[config.mk]
export PLATFORM = sky130hd
export DESIGN_NAME = branch_resolve
export DESIGN_NICKNAME = d
export VERILOG_FILES = /design/src/rtl/branch_resolve.sv
export SDC_FILE = /design/constraint.sdc
export NUM_CORES = 1
export LEC_CHECK = 0
export CORE_MARGIN = 5
export CORE_UTILIZATION = 30
export CTS_CLUSTER_SIZE = 8
export DETAILED_ROUTE_END_ITERATION = 7
export HOLD_SLACK_MARGIN = 0.03
export RECOVER_POWER = 100
export SYNTH_ARGS = -nofsm -noshare
export SYNTH_HDL_FRONTEND = slang
export SYNTH_SLANG_ARGS = --single-unit
[constraint.sdc]
create_clock -name clk -period 7.2 [get_ports clk]
set_input_delay 1.44 -clock clk [delete_from_list [all_inputs] [get_ports clk]]
set_output_delay 1.44 -clock clk [all_outputs]
set_load 0.01 [all_outputs]
[src/rtl/branch_resolve.sv]
// Carries fetch-time BTB predictions through F/D and D/E and resolves them in Execute.
// Drives the BTB write port, the front-end redirect and the squash, and keeps saturating branch/mispredict counters.
module branch_resolve #(
  parameter int CNT_W = 16
) (
  input  logic             clk,
  input  logic             reset,
  input  logic [31:0]      PCF,
  input  logic             BranchF,
  input  logic             PredictionF,
  input  logic [31:0]      PredictedTargetF,
  input  logic             StallD,
  input  logic             BranchE,
  input  logic             BranchTakenE,
  input  logic [31:0]      BranchTargetE,
  output logic             UpdateEnable,
  output logic             BranchTaken,
  output logic [31:0]      PCBranch,
  output logic [31:0]      PCUpdate,
  output logic             MispredictE,
  output logic [31:0]      RedirectPC,
  output logic             FlushFD,
  output logic [CNT_W-1:0] BranchCount,
  output logic [CNT_W-1:0] MispredictCount
);

  typedef struct packed {
    logic        valid;
    logic [31:0] pc;
    logic        pbr;
    logic        ptk;
    logic [31:0] ptgt;
  } stage_t;

  localparam logic [CNT_W-1:0] CNT_MAX = '1;

  stage_t fd_q;
  stage_t de_q;
  stage_t fd_in;
  logic   pred_tk;
  logic   br;
  logic   ghost;
  logic   mispredict;
  logic   update;

  // Prediction fields are only meaningful for predecoded branches; non-branches carry zeros.
  always_comb begin
    fd_in       = '0;
    fd_in.valid = 1'b1;
    fd_in.pc    = PCF;
    fd_in.pbr   = BranchF;
    fd_in.ptk   = BranchF & PredictionF;
    fd_in.ptgt  = BranchF ? PredictedTargetF : 32'd0;
  end

  assign pred_tk    = de_q.pbr & de_q.ptk;
  assign br         = de_q.valid & BranchE;
  assign ghost      = de_q.valid & ~BranchE & pred_tk;
  assign mispredict = ghost
                    | (br & ((pred_tk != BranchTakenE)
                           | (BranchTakenE & (de_q.ptgt != BranchTargetE))));
  assign update     = br | ghost;

  assign MispredictE  = mispredict;
  assign FlushFD      = mispredict;
  assign RedirectPC   = !mispredict               ? 32'd0 :
                        (br & BranchTakenE)       ? BranchTargetE :
                                                    de_q.pc + 32'd4;
  assign UpdateEnable = update;
  assign BranchTaken  = br & BranchTakenE;
  assign PCBranch     = br ? BranchTargetE : 32'd0;
  assign PCUpdate     = update ? de_q.pc : 32'd0;

  always_ff @(posedge clk or posedge reset) begin
    if (reset) begin
      fd_q            <= '0;
      de_q            <= '0;
      BranchCount     <= '0;
      MispredictCount <= '0;
    end else begin
      // Redirect wins over a stall: both younger slots are wrong-path work.
      if (mispredict) begin
        fd_q.valid <= 1'b0;
        de_q.valid <= 1'b0;
      end else if (StallD) begin
        de_q.valid <= 1'b0;
      end else begin
        fd_q <= fd_in;
        de_q <= fd_q;
      end
      if (br && BranchCount != CNT_MAX)
        BranchCount <= BranchCount + CNT_W'(1);
      if (mispredict && MispredictCount != CNT_MAX)
        MispredictCount <= MispredictCount + CNT_W'(1);
    end
  end

endmodule
# Yosys cells after proc, flatten, opt, wreduce, memory -nomap -nowiden
# Index checks and enable logic that the tools add are counted.
# totals
output_inout_bits,132
inputBits,103
ff_bits,166
# classes
n_bitwise,14
reduce_logical,3
mux,9
addsub,3
eq_ne,5
# op_table
op,n
$mux 32,5
$mux 67,1
$add 16x1->16 const B,2
$add 32x3->32 const B,1
$ne 16x16->1 const B,2
$ne 32x32->1,1
$and 1x1->1,8
$mux 1,3
$not 1->1,3
$or 1x1->1,3
$logic_and 1x1->1,2
$ne 2x1->1 const B,1
$reduce_and 2->1,1
$ne 1x1->1,1

# Longest topological paths before layout
# logic_depth
ltp_word,7
depth_mapped,9

# Worst setup path before layout
# No wires, ideal clock.
# synth_path
path_kind,input -> output
from,in BranchTargetE[15]
to,out MispredictE
t_arrival_ns,3.451
cell_stages,9
path_slack_ns,2.309
required_ns,5.760
path_cell_list,xor2_1 or4_1 nor4_1 nand4_2 nand2_1 buf_2 buf_2 inv_1 buf_4
# synth_between
elab_chain_cells,5
# synth_rtl
element,line_no,source
start: declaration,15,"input logic [31:0] BranchTargetE,"
$ne 32x32->1,61,| (BranchTakenE & (de_q.ptgt != BranchTargetE))));
$and 1x1->1,61,
$or 1x1->1,61,
$and 1x1->1,60,| (br & ((pred_tk != BranchTakenE)
$or 1x1->1,60,
end: declaration,20,"output logic MispredictE,"
# No other way between the ends.

# Final worst setup path
# layout_path
from,in BranchTargetE[8]
to,out RedirectPC[28]
# layout_between
elab_chain_cells,6
# layout_rtl
element,line_no,source
$ne 32x32->1,61,
$and 1x1->1,61,
$or 1x1->1,61,
$and 1x1->1,60,
$or 1x1->1,60,
$mux 32,66,assign RedirectPC = !mispredict ? 32'd0 :
end: declaration,21,"output logic [31:0] RedirectPC,"
# No other way between the ends.

==> metrics.md <==
| Metric | Value |
|---|---|
| Die Ht | 178 µm |
| Synth async-reset ratio | 100% |
| Iter 0 DRT Violations | 337 |
| Routed WL per cell | 21.1 µm |
| Critical Path End Type | output port |
| Final setup fails | 0 |
| Failing checks | capacitance limit, slew limit |
| Hold Crit Class | flop to flop |
| Largest cells by area after synthesis | dfrtp_1 49%, mux2_2 13%, and3_1 5.8% |
| Yosys warning total | 0 |
| IO Count | 235 |
| Met2 GRT Util | 30.2% |
| GRT overflow | 0 |
| Cts hold-fix bufs | 0 |
| Top cell type's share of synthesized area | 49.1% |
| Pin count of the biggest net entering global routing | between 80 and 90 |
| Initial antenna violation count | 1 |
| Leakage | 5.24 nW |
| Root Driver | clkbuf_16 |
| Synth Instances | 755 |
| Final Max Tran Viols | 340 |
| Register area share after synthesis | 49.1% |
| Vias in the first global route | 6971 |
| TritonCTS clock tree | done |
| RD Place Congestion | 0.843 |
| Die width | 178 µm |
| EDFF count, synth | 0 |
| Routed wire length | 28700 µm |
| CP Class | input port to output port |
| Crit-path max FO | 39 |
| TritonRoute pass-1 iters | 5 |
| Post-detail-place hpwl | 21200 µm |
| Core Area | 27800 µm² |
| Critical Path RT | 5.76 ns |
| Num rows | 61 |
| Worst Tran Pin Value | approximately 3.3 ns |
| Yosys reg bits | approximately 170 |
| Clock Skew | 0.0172 ns |
| Primary FF master, synth | dfrtp_1 |
| Synth area leader | dfrtp_1 |
| Fill count | 2675 |
| CTS sink cnt | 166 |
| Full die area | 31700 µm² |
| Clk pin slew, worst setup/hold paths | approximately 0.07 ns |
| Peak VDD IR | 0.000124 V |
| Detail Route Antenna Nets | 0 |
| Mapped Nets | 861 |
| Critical path arrival | 4.91 ns |
| Final min period | 6.35 ns |
| Setup TNS | 0 ns |
| Rel. slew slack | -124% |
| Unique masters post-synth | 39 |
| Dpl cells | 1330 |
| Port bufs | 234 |
| Max_cap viols | 6 |
| Postcts setup bufs | 0 |
| Fin cells | about 1400 |
| Number of H-tree levels | 4 |
| Final hold violation count | 0 |
| Setup crit start kind | input port |
| Synth Cell Area | 8460 µm² |
| Status | complete, but fails checks |
| Via Count | 6647 |
| Met1 Track Usage GR | 24.3% |
| Nets | approximately 1100 |
| Starting Density | between 30% and 40% |
| Grt peak-use layer | met2 |
| PostCTS Resize Cnt | 0 |
| Global Route Usage Sum | 18.3% |
| DR DRC count | 0 |
| Power density over the cells | 249 nW/µm² |
| FMAX | 157 MHz |
| Area Overhead vs Synth | 38.5% |
| First-pass GRT wire length | 43500 µm |
| Fraction of layout cells with a size suffix above 1 | 14.4% |
| TritonCTS Buffers | 17 |
| Part of the cycle the worst path needs | 88.2% |
| RSZ-0062 raised after global routing | no |
| Clk Latency, worst-skew pair | 0.43 ns |
| Met3 Use GR | 4.09% |
| Syn avg cell area | approximately 11 µm² |
| Via/cell ratio | between 4 and 5 |
| Longest Clk Path Bufs | 2 |
registers in the layout, indices dropped and copies added, names as in the netlist:
name	count
BranchCount	16
MispredictCount	16
de_q	67
fd_q	67
stage by stage:
step	power (mW)	cell area, µm²	setup slack (ns)	hold slack [ns]	utilization, %
after floorplan	1.64	8460	1.27	0.443	-
after global placement	2.00	11100	1.12	0.455	40.1
after detailed placement	2.01	11100	1.08	0.460	40.1
after CTS	2.98	11800	1.06	0.475	42.3
after global routing	3.07	11700	0.723	0.490	42.2
final	2.92	11700	0.850	0.471	42.2
kinds of logic after synthesis:
group           synth area share [%]
simple gates                    16.9
xor+xnor                        9.00
fa+ha+maj                      0.444
flops                           49.1
buf+inv                         3.53
compound gates                  7.41
mux                             13.6
where the power goes:
part           internal [mW]  switching (mW)  total (mW)  leakage [nW]
sequential              1.10           0.154        1.25          2.07
clock                  0.511           0.439       0.951         0.300
combinational          0.387           0.329       0.716          2.87
synth_stat cells (2+ instances only):
library cell  number
buf_4              2
xor2_1            34
and4_1             5
buf_2              5
o21a_1             2
or4_1              3
a211oi_1          29
buf_6              7
mux2_1             7
a21oi_1            4
or3_1              3
clkbuf_1          35
dfrtp_1          166
nand3_1           30
a22o_1            34
and2_1            34
nand2_1           25
mux2_2            95
and3_1            79
nor4_1             7
xnor2_1           53
nor3_1             8
nand4b_1           2
nor2_1            41
inv_1             13
ha_1               3
nand4_1           17
worst max-delay path: stages:
cell and delay [ns]:
dlygate4sd3_1 0.67, xor2_1 0.21, or4_1 0.50, nor4_1 0.40, nand4_2 0.17, nand2_2 0.70
a211oi_1 0.13, dlygate4sd3_1 0.67
cell usage in the layout, fill, tap and decap left out, types with 12 or more instances in the layout:
cell and instances:
clkbuf_16 17, a211oi_1 29, xor2_1 34, and3_1 79, dlygate4sd3_1 107, nand4_1 17, and2_0 26, nor2_1 41
dfrtp_1 166, nand2_1 24, a22o_1 34, inv_1 12, nand3_1 29, xnor2_1 53, mux2_2 95, clkdlybuf4s50_1 127
layout make-up:
cell class                      instances  area, µm²  share of cell area, %
Antenna cell                            1       2.50                 0.0213
Multi-Input combinational cell        527       4020                   34.2
Clock buffer                           18        439                   3.75
Sequential cell                       166       4150                   35.4
Tap cell                              378        473                   4.03
Timing Repair Buffer                  246       2410                   20.6
Clock inverter                         14        178                   1.52
Inverter                               13       50.0                  0.427
layer usage:
layer  up-vias  wire length (µm)
li1       3143                 -
met1      3297             12400
met2       179             14000
met3        26              1920
met4         2               456
met5         -                13
path summary, 6_finish.rpt:
check	startpoint	endpoint	slack, ns	cells after the start
max reg2reg	de_q[15]$_DFFE_PP0P_	de_q[35]$_DFFE_PP0P_	2.73	8
min in group asynchronous	reset	de_q[22]$_DFFE_PP0P_	2.42	2
max	BranchTargetE[8]	RedirectPC[28]	0.85	8
min	fd_q[66]$_DFFE_PP0P_	fd_q[66]$_DFFE_PP0P_	0.47	1
min reg2reg	fd_q[66]$_DFFE_PP0P_	fd_q[66]$_DFFE_PP0P_	0.47	1
max in group asynchronous	reset	de_q[39]$_DFFE_PP0P_	2.05	3
(Power assumes the default switching activity.)
